File: config.mk
export PLATFORM = sky130hd
export DESIGN_NAME = clock_mode_controller_flat
export DESIGN_NICKNAME = d
export VERILOG_FILES = /design/src/rtl/clock_mode_controller_pkg.sv /design/src/rtl/clock_mode_controller_if.sv /design/src/rtl/clock_mode_controller_alarm_ring_fsm.sv /design/src/rtl/clock_mode_controller.sv /design/src/flat_wrapper.sv
export SDC_FILE = /design/constraint.sdc
export NUM_CORES = 1
export LEC_CHECK = 0
export ABC_AREA = 1
export BUFFER_PORTS_ARGS = -buffer_cell sky130_fd_sc_hd__buf_2
export CORE_UTILIZATION = 34
export DETAILED_ROUTE_END_ITERATION = 6
export GPL_TIMING_DRIVEN = 1
export SLEW_MARGIN = 0
export SYNTH_ARGS = -nofsm -noshare
export SYNTH_HDL_FRONTEND = slang
export SYNTH_SLANG_ARGS = --single-unit
File: constraint.sdc
create_clock -name clk -period 1.6 [get_ports clk]
set_input_delay 0.16 -clock clk [delete_from_list [all_inputs] [get_ports clk]]
set_output_delay 0.16 -clock clk [all_outputs]
set_load 0.02 [all_outputs]
File: src/rtl/clock_mode_controller_pkg.sv
// Shared types and constants (package clock_pkg) for the alarm-clock mode controller.
// The SNOOZE_EN macro adds the SNOOZE alarm state.
package clock_pkg;

  typedef enum logic [2:0] {
    MODE_RUN,
    MODE_ADJ_CLK_HR,
    MODE_ADJ_CLK_MIN,
    MODE_ADJ_ALM_HR,
    MODE_ADJ_ALM_MIN
  } mode_e;

`ifdef SNOOZE_EN
  typedef enum logic [1:0] {
    ALM_IDLE,
    ALM_RINGING,
    ALM_SNOOZE
  } alarm_e;
`else
  typedef enum logic [0:0] {
    ALM_IDLE,
    ALM_RINGING
  } alarm_e;
`endif

  // Packed time layout: {hours_tenth[1:0], hours_units[3:0], minutes_tenth[2:0], minutes_units[3:0]}
  localparam int TIME_W    = 13;
  localparam int MIN_U_LSB = 0;
  localparam int MIN_T_LSB = 4;
  localparam int HR_U_LSB  = 7;
  localparam int HR_T_LSB  = 11;

  localparam int SEL_CLK_HR  = 0;
  localparam int SEL_CLK_MIN = 1;
  localparam int SEL_ALM_HR  = 2;
  localparam int SEL_ALM_MIN = 3;

  function automatic mode_e mode_next(mode_e m);
    case (m)
      MODE_ADJ_CLK_HR:  return MODE_ADJ_CLK_MIN;
      MODE_ADJ_CLK_MIN: return MODE_ADJ_ALM_HR;
      MODE_ADJ_ALM_HR:  return MODE_ADJ_ALM_MIN;
      default:          return MODE_ADJ_CLK_HR;
    endcase
  endfunction

  function automatic mode_e mode_prev(mode_e m);
    case (m)
      MODE_ADJ_CLK_MIN: return MODE_ADJ_CLK_HR;
      MODE_ADJ_ALM_HR:  return MODE_ADJ_CLK_MIN;
      MODE_ADJ_ALM_MIN: return MODE_ADJ_ALM_HR;
      default:          return MODE_ADJ_ALM_MIN;
    endcase
  endfunction

  // One-hot field select; also selects which adjust enable fires.
  function automatic logic [3:0] sel_onehot(mode_e m);
    logic [3:0] s;
    s = '0;
    case (m)
      MODE_ADJ_CLK_HR:  s[SEL_CLK_HR]  = 1'b1;
      MODE_ADJ_CLK_MIN: s[SEL_CLK_MIN] = 1'b1;
      MODE_ADJ_ALM_HR:  s[SEL_ALM_HR]  = 1'b1;
      MODE_ADJ_ALM_MIN: s[SEL_ALM_MIN] = 1'b1;
      default:          s = '0;
    endcase
    return s;
  endfunction

  function automatic logic [TIME_W-1:0] pack_time(logic [1:0] hr_t, logic [3:0] hr_u,
                                                  logic [2:0] min_t, logic [3:0] min_u);
    logic [TIME_W-1:0] t;
    t = '0;
    t[HR_T_LSB  +: 2] = hr_t;
    t[HR_U_LSB  +: 4] = hr_u;
    t[MIN_T_LSB +: 3] = min_t;
    t[MIN_U_LSB +: 4] = min_u;
    return t;
  endfunction

endpackage

File: src/rtl/clock_mode_controller_if.sv
// Button/tick/time inputs and adjust/display/ring outputs of the mode controller.
// master drives the inputs (test or board glue); slave is the controller.
interface clock_mode_controller_if;
  import clock_pkg::*;

  logic              btn_c, btn_l, btn_r, btn_u, btn_d;
  logic              tick_1hz;
  logic              alarm_on;
  logic              sec_zero;
  logic [TIME_W-1:0] clk_time;
  logic [TIME_W-1:0] alm_time;

  logic              clk_adj_en_hr, clk_adj_en_min;
  logic              alm_adj_en_hr, alm_adj_en_min;
  logic              Up_down;
  logic              clock_run_en;
  logic [3:0]        sel_led;
  logic              blink;
  logic              ring;

  modport master (
    output btn_c, btn_l, btn_r, btn_u, btn_d, tick_1hz, alarm_on, sec_zero, clk_time, alm_time,
    input  clk_adj_en_hr, clk_adj_en_min, alm_adj_en_hr, alm_adj_en_min,
           Up_down, clock_run_en, sel_led, blink, ring
  );

  modport slave (
    input  btn_c, btn_l, btn_r, btn_u, btn_d, tick_1hz, alarm_on, sec_zero, clk_time, alm_time,
    output clk_adj_en_hr, clk_adj_en_min, alm_adj_en_hr, alm_adj_en_min,
           Up_down, clock_run_en, sel_led, blink, ring
  );

endinterface

File: src/rtl/clock_mode_controller_alarm_ring_fsm.sv
// Alarm ringing FSM with shared seconds timer and time compare.
// SNOOZE_EN adds a SNOOZE state entered by btn_u while ringing.
module alarm_ring_fsm
  import clock_pkg::*;
#(
  parameter int RING_SECONDS   = 60,
  parameter int SNOOZE_SECONDS = 300,
  parameter int CNT_W          = 9
) (
  input  logic              clk,
  input  logic              rst,
  input  logic              i_mode_run,
  input  logic              i_tick_1hz,
  input  logic              i_alarm_on,
  input  logic              i_sec_zero,
  input  logic [TIME_W-1:0] i_clk_time,
  input  logic [TIME_W-1:0] i_alm_time,
  input  logic              i_btn_c,
  input  logic              i_btn_l,
  input  logic              i_btn_r,
  input  logic              i_btn_u,
  input  logic              i_btn_d,
  output logic              o_ring,
  output logic              o_btn_consumed
);

  if (((RING_SECONDS > SNOOZE_SECONDS) ? RING_SECONDS : SNOOZE_SECONDS) > (1 << CNT_W))
  begin : g_cnt_w_too_small
    $error("CNT_W cannot hold RING_SECONDS/SNOOZE_SECONDS");
  end

  localparam logic [CNT_W-1:0] RING_LAST = CNT_W'(RING_SECONDS - 1);
`ifdef SNOOZE_EN
  localparam logic [CNT_W-1:0] SNOOZE_LAST = CNT_W'(SNOOZE_SECONDS - 1);
  logic w_snooze_req;
`endif

  alarm_e           r_state, w_state_nxt;
  logic [CNT_W-1:0] r_timer, w_timer_nxt, w_timer_inc;
  logic             r_ring;
  logic             w_any_btn, w_match;

  assign w_any_btn   = i_btn_c | i_btn_l | i_btn_r | i_btn_u | i_btn_d;
  assign w_timer_inc = r_timer + CNT_W'(1);
  // A button in the trigger cycle would dismiss at once, so it suppresses the trigger.
  assign w_match = i_tick_1hz & i_mode_run & i_alarm_on & i_sec_zero &
                   (i_clk_time == i_alm_time) & ~w_any_btn;
  assign o_btn_consumed = (r_state != ALM_IDLE) & w_any_btn;
`ifdef SNOOZE_EN
  assign w_snooze_req = i_btn_u & ~(i_btn_c | i_btn_l | i_btn_r | i_btn_d);
`endif

  // NOTE: defaults first so every path assigns every signal; no latches.
  always_comb begin
    w_state_nxt = r_state;
    w_timer_nxt = r_timer;
    if (!i_alarm_on) begin
      w_state_nxt = ALM_IDLE;
    end else begin
      case (r_state)
        ALM_IDLE: begin
          if (w_match) begin
            w_state_nxt = ALM_RINGING;
            w_timer_nxt = '0;
          end
        end
        ALM_RINGING: begin
          if (w_any_btn) begin
`ifdef SNOOZE_EN
            if (w_snooze_req) begin
              w_state_nxt = ALM_SNOOZE;
              w_timer_nxt = '0;
            end else begin
              w_state_nxt = ALM_IDLE;
            end
`else
            w_state_nxt = ALM_IDLE;
`endif
          end else if (i_tick_1hz) begin
            if (r_timer == RING_LAST) w_state_nxt = ALM_IDLE;
            else                      w_timer_nxt = w_timer_inc;
          end
        end
`ifdef SNOOZE_EN
        ALM_SNOOZE: begin
          if (w_any_btn) begin
            w_state_nxt = ALM_IDLE;
          end else if (i_tick_1hz) begin
            if (r_timer == SNOOZE_LAST) begin
              w_state_nxt = ALM_RINGING;
              w_timer_nxt = '0;
            end else begin
              w_timer_nxt = w_timer_inc;
            end
          end
        end
`endif
        default: w_state_nxt = ALM_IDLE;
      endcase
    end
  end

  // NOTE: state registers use non-blocking assignments only.
  always_ff @(posedge clk) begin
    if (rst) begin
      r_state <= ALM_IDLE;
      r_timer <= '0;
      r_ring  <= 1'b0;
    end else begin
      r_state <= w_state_nxt;
      r_timer <= w_timer_nxt;
      r_ring  <= (w_state_nxt == ALM_RINGING);
    end
  end

  assign o_ring = r_ring;

endmodule

File: src/rtl/clock_mode_controller.sv
// Alarm-clock UI sequencer: mode FSM, adjust pulses, display select/blink, alarm ringing.
// Define SNOOZE_EN to enable the snooze feature in the alarm FSM.
module clock_mode_controller
  import clock_pkg::*;
#(
  parameter int RING_SECONDS   = 60,
  parameter int SNOOZE_SECONDS = 300,
  parameter int CNT_W          = 9
) (
  input logic                     clk,
  input logic                     rst,
  clock_mode_controller_if.slave  bus
);

  mode_e      r_mode, w_mode_nxt;
  logic [3:0] r_adj_en, w_adj_en_nxt;
  logic       r_up_down, w_up_down_nxt;
  logic       r_run_en;
  logic [3:0] r_sel;
  logic       r_blink, w_blink_nxt;
  logic       w_btn_consumed;
  logic       w_ring;

  alarm_ring_fsm #(
    .RING_SECONDS   (RING_SECONDS),
    .SNOOZE_SECONDS (SNOOZE_SECONDS),
    .CNT_W          (CNT_W)
  ) u_alarm (
    .clk            (clk),
    .rst            (rst),
    .i_mode_run     (r_mode == MODE_RUN),
    .i_tick_1hz     (bus.tick_1hz),
    .i_alarm_on     (bus.alarm_on),
    .i_sec_zero     (bus.sec_zero),
    .i_clk_time     (bus.clk_time),
    .i_alm_time     (bus.alm_time),
    .i_btn_c        (bus.btn_c),
    .i_btn_l        (bus.btn_l),
    .i_btn_r        (bus.btn_r),
    .i_btn_u        (bus.btn_u),
    .i_btn_d        (bus.btn_d),
    .o_ring         (w_ring),
    .o_btn_consumed (w_btn_consumed)
  );

  // Navigation outranks direction buttons; a button that silenced the alarm is dropped.
  always_comb begin
    w_mode_nxt    = r_mode;
    w_adj_en_nxt  = '0;
    w_up_down_nxt = r_up_down;
    if (!w_btn_consumed) begin
      if (r_mode == MODE_RUN) begin
        if (bus.btn_c) w_mode_nxt = MODE_ADJ_CLK_HR;
      end else if (bus.btn_c) begin
        w_mode_nxt = MODE_RUN;
      end else if (bus.btn_r) begin
        w_mode_nxt = mode_next(r_mode);
      end else if (bus.btn_l) begin
        w_mode_nxt = mode_prev(r_mode);
      end else if (bus.btn_u ^ bus.btn_d) begin
        w_adj_en_nxt  = sel_onehot(r_mode);
        w_up_down_nxt = bus.btn_u;
      end
    end
  end

  always_comb begin
    w_blink_nxt = r_blink;
    if ((w_mode_nxt != r_mode) || (w_mode_nxt == MODE_RUN)) w_blink_nxt = 1'b0;
    else if (bus.tick_1hz)                                  w_blink_nxt = ~r_blink;
  end

  always_ff @(posedge clk) begin
    if (rst) begin
      r_mode    <= MODE_RUN;
      r_adj_en  <= '0;
      r_up_down <= 1'b0;
      r_run_en  <= 1'b1;
      r_sel     <= '0;
      r_blink   <= 1'b0;
    end else begin
      r_mode    <= w_mode_nxt;
      r_adj_en  <= w_adj_en_nxt;
      r_up_down <= w_up_down_nxt;
      r_run_en  <= (w_mode_nxt == MODE_RUN);
      r_sel     <= sel_onehot(w_mode_nxt);
      r_blink   <= w_blink_nxt;
    end
  end

  assign bus.clk_adj_en_hr  = r_adj_en[SEL_CLK_HR];
  assign bus.clk_adj_en_min = r_adj_en[SEL_CLK_MIN];
  assign bus.alm_adj_en_hr  = r_adj_en[SEL_ALM_HR];
  assign bus.alm_adj_en_min = r_adj_en[SEL_ALM_MIN];
  assign bus.Up_down        = r_up_down;
  assign bus.clock_run_en   = r_run_en;
  assign bus.sel_led        = r_sel;
  assign bus.blink          = r_blink;
  assign bus.ring           = w_ring;

endmodule

File: src/flat_wrapper.sv
// flat-port wrapper written by rule: the top's interface ports become plain ports
module clock_mode_controller_flat import clock_pkg::*;
#(
  parameter int RING_SECONDS   = 60,
  parameter int SNOOZE_SECONDS = 300,
  parameter int CNT_W          = 9
)
  (clk, rst, bus_btn_c, bus_btn_l, bus_btn_r, bus_btn_u, bus_btn_d, bus_tick_1hz, bus_alarm_on, bus_sec_zero, bus_clk_time, bus_alm_time, bus_clk_adj_en_hr, bus_clk_adj_en_min, bus_alm_adj_en_hr, bus_alm_adj_en_min, bus_Up_down, bus_clock_run_en, bus_sel_led, bus_blink, bus_ring);
  clock_mode_controller_if bus_i ();
  input logic clk;
  input logic rst;
  input wire logic [$bits(bus_i.btn_c)-1:0] bus_btn_c;
  input wire logic [$bits(bus_i.btn_l)-1:0] bus_btn_l;
  input wire logic [$bits(bus_i.btn_r)-1:0] bus_btn_r;
  input wire logic [$bits(bus_i.btn_u)-1:0] bus_btn_u;
  input wire logic [$bits(bus_i.btn_d)-1:0] bus_btn_d;
  input wire logic [$bits(bus_i.tick_1hz)-1:0] bus_tick_1hz;
  input wire logic [$bits(bus_i.alarm_on)-1:0] bus_alarm_on;
  input wire logic [$bits(bus_i.sec_zero)-1:0] bus_sec_zero;
  input wire logic [$bits(bus_i.clk_time)-1:0] bus_clk_time;
  input wire logic [$bits(bus_i.alm_time)-1:0] bus_alm_time;
  output wire logic [$bits(bus_i.clk_adj_en_hr)-1:0] bus_clk_adj_en_hr;
  output wire logic [$bits(bus_i.clk_adj_en_min)-1:0] bus_clk_adj_en_min;
  output wire logic [$bits(bus_i.alm_adj_en_hr)-1:0] bus_alm_adj_en_hr;
  output wire logic [$bits(bus_i.alm_adj_en_min)-1:0] bus_alm_adj_en_min;
  output wire logic [$bits(bus_i.Up_down)-1:0] bus_Up_down;
  output wire logic [$bits(bus_i.clock_run_en)-1:0] bus_clock_run_en;
  output wire logic [$bits(bus_i.sel_led)-1:0] bus_sel_led;
  output wire logic [$bits(bus_i.blink)-1:0] bus_blink;
  output wire logic [$bits(bus_i.ring)-1:0] bus_ring;
  assign bus_i.btn_c = bus_btn_c;
  assign bus_i.btn_l = bus_btn_l;
  assign bus_i.btn_r = bus_btn_r;
  assign bus_i.btn_u = bus_btn_u;
  assign bus_i.btn_d = bus_btn_d;
  assign bus_i.tick_1hz = bus_tick_1hz;
  assign bus_i.alarm_on = bus_alarm_on;
  assign bus_i.sec_zero = bus_sec_zero;
  assign bus_i.clk_time = bus_clk_time;
  assign bus_i.alm_time = bus_alm_time;
  assign bus_clk_adj_en_hr = bus_i.clk_adj_en_hr;
  assign bus_clk_adj_en_min = bus_i.clk_adj_en_min;
  assign bus_alm_adj_en_hr = bus_i.alm_adj_en_hr;
  assign bus_alm_adj_en_min = bus_i.alm_adj_en_min;
  assign bus_Up_down = bus_i.Up_down;
  assign bus_clock_run_en = bus_i.clock_run_en;
  assign bus_sel_led = bus_i.sel_led;
  assign bus_blink = bus_i.blink;
  assign bus_ring = bus_i.ring;
  clock_mode_controller #(.RING_SECONDS(RING_SECONDS), .SNOOZE_SECONDS(SNOOZE_SECONDS), .CNT_W(CNT_W)) u_core (.clk(clk), .rst(rst), .bus(bus_i));
endmodule
# Yosys cells after proc, flatten, opt, wreduce, memory -nomap -nowiden
# Index checks and enable logic that the tools add are counted.
[classes] muxes=26 add_sub_neg=1 n_bitwise=21 n_reduce_logical=8 eq_ne=15
[op_table] cell="two-way mux 9 bit" n=4
[op_table] cell="two-way mux 3 bit" n=6
[op_table] cell="one-hot mux 3 bit (3 select lines)" n=2
[op_table] cell="one-hot mux 9 bit (2 select lines)" n=1
[op_table] cell="equality test 13 bit" n=1
[op_table] cell="equality test 3 x 2 -> 1 bit, second input constant" n=4
[op_table] cell="two-way mux 1 bit" n=12
[op_table] cell="NOT 1 bit" n=10
[op_table] cell="adder 9 x 1 -> 9 bit, second input constant" n=1
[op_table] cell="equality test 9 x 6 -> 1 bit, second input constant" n=1
[op_table] cell="!= test 2 bit, second input constant" n=4
[op_table] cell="OR reduction 7 bit" n=1
[op_table] cell="bitwise AND 1 bit" n=6
[op_table] cell="equality test 3 x 1 -> 1 bit, second input constant" n=2
[op_table] cell="equality test 3 bit, second input constant" n=2
[op_table] cell="logical NOT 3 bit" n=2
[op_table] cell="AND reduction 6 bit" n=1
[op_table] cell="AND reduction 5 bit" n=1
[op_table] cell="OR 1 bit" n=4
[op_table] cell="OR reduction 2 bit" n=2
[op_table] cell="!= test 3 bit" n=1
[op_table] cell="one-hot mux 1 bit (2 select lines)" n=1
[op_table] cell="logical OR 1 bit" n=1
[op_table] cell="XOR 1 bit" n=1
[word_totals] ff_bits=24

# Logic depth before layout (Yosys ltp)
[depth] depth_word=10 depth_mapped=13

# Cells and area by module
# From an unflattened synthesis, not the netlist that was laid out.
[unflattened] cells_unflattened=275 area_unflattened_um2=1650.3
[modules_own_cells] mod="alarm_ring_fsm" seq_area_each_um2=200.2 n_inst=1 cells_per_inst=172 area_each_um2=927.1
[modules_own_cells] mod="clock_mode_controller" seq_area_each_um2=280.3 n_inst=1 cells_per_inst=103 area_each_um2=723.2

# Worst setup path before layout
# Ideal clock, no wire load.
[synth_timing] path_kind="reg2reg" startpoint="register u_core.u_alarm.o_ring (netlist name)" endpoint="register u_core.u_alarm.r_timer[4]" stages_incl_launch_ff=12 synth_period_minus_slack_ns=1.474 path_slack_ns=0.126 required_time_ns=1.468 t_arrival_ns=1.342 cell_sequence="dfxtp_1 -> inv_1 -> nand2_1 -> nor2_1 -> nand3_1 -> nor2_1 -> nand3_1 -> nand2_2 -> buf_6 -> nand3_1 -> nand2_1 -> a21oi_1"
[synth_rtl] element="end signal, assigned" line_no="clock_mode_controller_alarm_ring_fsm.sv:111" source="r_timer <= w_timer_nxt;"
[synth_rtl] element="end, declared" line_no="clock_mode_controller_alarm_ring_fsm.sv:39" source="logic [CNT_W-1:0] r_timer, w_timer_nxt, w_timer_inc;"

# Worst setup path after layout
[layout_timing] startpoint="register u_core.r_mode[0]" endpoint="register u_core.u_alarm.r_timer[1]"
[layout_via] elab_chain_len=8
[layout_lines] element="start, declared" line_no="clock_mode_controller.sv:15" source="mode_e r_mode, w_mode_nxt;"
[layout_lines] element="start signal, assigned" line_no="clock_mode_controller.sv:82" source="r_mode <= w_mode_nxt;"
[layout_lines] element="logical NOT 3 bit" line_no="clock_mode_controller.sv:31" source=".i_mode_run (r_mode == MODE_RUN),"
[layout_lines] element="bitwise AND 1 bit (4 in series)" line_no="clock_mode_controller_alarm_ring_fsm.sv:46" source="assign w_match = i_tick_1hz & i_mode_run & i_alarm_on & i_sec_zero &"
[layout_lines] element="bitwise AND 1 bit" line_no="clock_mode_controller_alarm_ring_fsm.sv:47" source="(i_clk_time == i_alm_time) & ~w_any_btn;"
[layout_lines] element="!= test 2 bit (no line)"
[layout_lines] element="AND reduction 5 bit (no line)"
# No other way between the ends.
# A chain may end at the register's enable or synchronous reset.

==> out/results.ini <==
[status]
status=finished with violations
violations=design-rule violations

[timing]
timing.fmax_mhz=678
fin_crit_sh_pct=92.2
post-route-min-period_ns=1.47
hold_viol=0
tightest_slew_ns=0.359
drv_slew=0
finalSetupViolations=0
fin_skew_ns=0.00212
relSlewSlack_pct=75.8

[detailed_routing]
drc=6
postRouteAntennaNets=0
routed_wl_um=3750
drtIter0Drc=54
wire_per_inst_um=9.88
via_count=1795
firstDrtPassIters=6
via_per_inst=4.72

[synth]
yosysUniqueCellTypes=26
synthArstFlopShare_pct=0
synth.area.top_cells=dfxtp_1 (30%), nand2_1 (18%), nor2_1 (11%), inv_1 (9.1%), nand3_1 (8.1%)
ys_seq_area_share_pct=29.9
synth_nets=308
ys_ff_latch=24
netlist.top_cell.by_area=dfxtp_1
syn_area_sq_mm=0.00161
ys_dominant_reg_cell=dfxtp_1
synth_top_area_share_pct=29.9
synth_edf_count=0
ys_warn_count=0
syn_avg_cell_area_sq_um=5.93
syn_inst=271

[worst_setup_path]
r2r_start=u_core.r_mode[0]$_SDFF_PP0_
crit_type=flip-flop to flip-flop
crit_chain=nor2_4, nand2_2, inv_2, nand3_1, nor2_1, nand3_2, nand2_4, nand2_1, o21ai_1, nor2_1
worstPathMaxFanout=6
rrSetupSlack_ns=0.13
cp-start-kind=flip-flop
cp.depth=10
r2r_cells=10
cp_num_buf_inv=1
cpPeakStageDelay_ns=0.38
endpoint_kind=flip-flop
cp_common_cell=nor2_1
rr_endpoint=u_core.u_alarm.r_timer[1]$_SDFFE_PP0P_
timing.critical_path.max_delay_family=simple AND/OR/NAND/NOR gates
cp_data_arrival_time_ns=1.64
critPathSlowestCell=dfxtp_4
cp.required_ns=1.77

[power]
seqPwrFrac_pct=44.4
clkPwrFrac_pct=38.2
swShare_pct=24.8
switching_power_mw=0.344
total_power_mw=1.39
internal_power_mw=1.04
power.density_mw_per_mm2=675
p_comb_share_pct=17.4
peakVddDrop_uv=340
p_leak_nw=1.07

[clock_network]
clkLatencyLatePin_ns=0.27
numCtsBuffers=3
hold_buffers=0
postCtsSetupBuffers=0
h-tree-depth=1
clk_pin_slew_ns=0.09
cts_tree=done
clockBufferDepth=2
cts_sinks=24
cts_root_buf=clkbuf_8

[floorplan]
dieArea_sq_mm=0.00501
die_y_um=70.8
rows=24
io_pins=48
die_w_um=70.8
initial_core_util_pct=36.2
core_sq_mm=0.00444

[layout]
mostFrequentLayoutCell=nand2_1
diodes=0
fin_util_pct=46.3
instances_no_fill=380
drive_gt1_share_pct=26.2
nets=366
area_growth_pct=27.9
final_cell_mix=nand2_1 (76), buf_2 (47), nor2_1 (44)

[global_route]
grtUsageTotal_pct=16.0
grt_pass1_wl_um=6550
first_global_vias=1627
grt_antenna_before_repair=0
grt_overflow_total=0
grt_max_degree=15

[placed_design]
gp_congestion=0.870
placedCellCount=375
portBuffers=47
place_hpwl_um=3050

[worst_hold_path]
hold_depth=3
hold-path-endpoint=u_core.bus.Up_down$_SDFFE_PP0P_
holdCritStartpoint=bus_btn_u
hold_path_class=input pin to flip-flop

[job]
cap_violations=0

==> cells in the mapped netlist, types with 2 or more instances <==
cell	number
and3_1	2
nor2_1	46
nand4_1	11
dfxtp_1	24
buf_6	2
nand3_1	26
xnor2_1	5
nor2_2	2
xor2_1	2
inv_2	6
o21ai_0	3
nand2_2	3
nor3_1	3
inv_1	39
a21oi_1	10
nand2_1	77
==> kinds of logic after synthesis <==
| logic type | count (synthesis) | share of synthesized area, % |
|---|---|---|
| fa+ha+maj | 1 | 0.778 |
| flops | 24 | 29.9 |
| compound gates | 17 | 5.91 |
| buf+inv | 48 | 12.1 |
| simple gates | 174 | 47.5 |
| xor+xnor | 7 | 3.81 |
==> area by class of cell <==
cell class	instances	area, sq um
Sequential cell	24	487
Fill cell	506	2390
Inverter	45	169
Multi-Input combinational cell	200	970
Clock inverter	1	30.0
Clock buffer	3	41.3
Timing Repair Buffer	55	295
Tap cell	52	65.1
==> sequential cells by signal, indices dropped and copies added, names as in the netlist <==
signal and count:
u_core.bus.Up_down 1, u_core.r_adj_en 4, u_core.bus.sel_led 4, u_core.u_alarm.r_timer 9
u_core.bus.blink 1, u_core.r_mode 3, u_core.bus.clock_run_en 1, u_core.u_alarm.o_ring 1
==> power groups by stage <==
stage               sequential [mW]  combinational, mW  clock, mW
floorplan                     0.637              0.141          0
global placement              0.630              0.238          0
detailed placement            0.630              0.240          0
CTS                           0.616              0.241      0.546
global route                  0.618              0.277      0.569
finish                        0.616              0.242      0.530
==> metal layers <==
layer / up-vias / global-route usage (%) / share of wire, %
li1: 962 / - / -
met1: 797 / 18.6 / 45
met2: 29 / 29.6 / 51
met3: 7 / 2.99 / 3.5
met4: 0 / 4.67 / 1.3
met5: - / 0 / 0
==> worst max-delay path by stage <==
stage,start,end,slack (ns)
finish,u_core.r_mode[0]$_SDFF_PP0_,u_core.u_alarm.r_timer[1]$_SDFFE_PP0P_,0.13
global route,u_core.r_mode[0]$_SDFF_PP0_,u_core.u_alarm.r_timer[3]$_SDFFE_PP0P_,-0.02
CTS,u_core.r_mode[0]$_SDFF_PP0_,u_core.u_alarm.r_timer[8]$_SDFFE_PP0P_,0.04
detailed placement,u_core.u_alarm.r_timer[0]$_SDFFE_PP0P_,u_core.u_alarm.r_timer[1]$_SDFFE_PP0P_,0.009
global placement,u_core.u_alarm.r_timer[0]$_SDFFE_PP0P_,u_core.u_alarm.r_timer[1]$_SDFFE_PP0P_,0.03
floorplan,u_core.u_alarm.o_ring$_SDFF_PP0_,u_core.u_alarm.r_timer[4]$_SDFFE_PP0P_,0.13
==> metrics by stage <==
stage | TNS, ns | hold WS, ns | setup slack [ns] | cell area (sq um)
6_report | 0 | 0.177 | 0.125 | 2060
5_1_grt | -0.0445 | 0.200 | -0.0210 | 2060
4_1_cts | 0 | 0.175 | 0.0448 | 2010
3_5_place_dp | 0 | 0.465 | 0.00866 | 1940
3_3_place_gp | 0 | 0.444 | 0.0294 | 1940
2_1_floorplan | 0 | 0.296 | 0.126 | 1610
==> tightest hold or removal path, cell delays in order <==
cell     delay (ns)
buf_2          0.09
o21ai_0        0.08
nor2_1         0.08
==> what timing repair did <==
| item | in CTS | in global routing |
|---|---|---|
| setup endpoints to repair | 1 | 12 |
| pin swaps | 0 | 2 |
| gates cloned | 0 | 1 |
| gates resized for setup | 1 | 12 |
| endpoints found under the hold margin | 0 | 0 |
No activity file was read; power rests on OpenSTA's default activity.
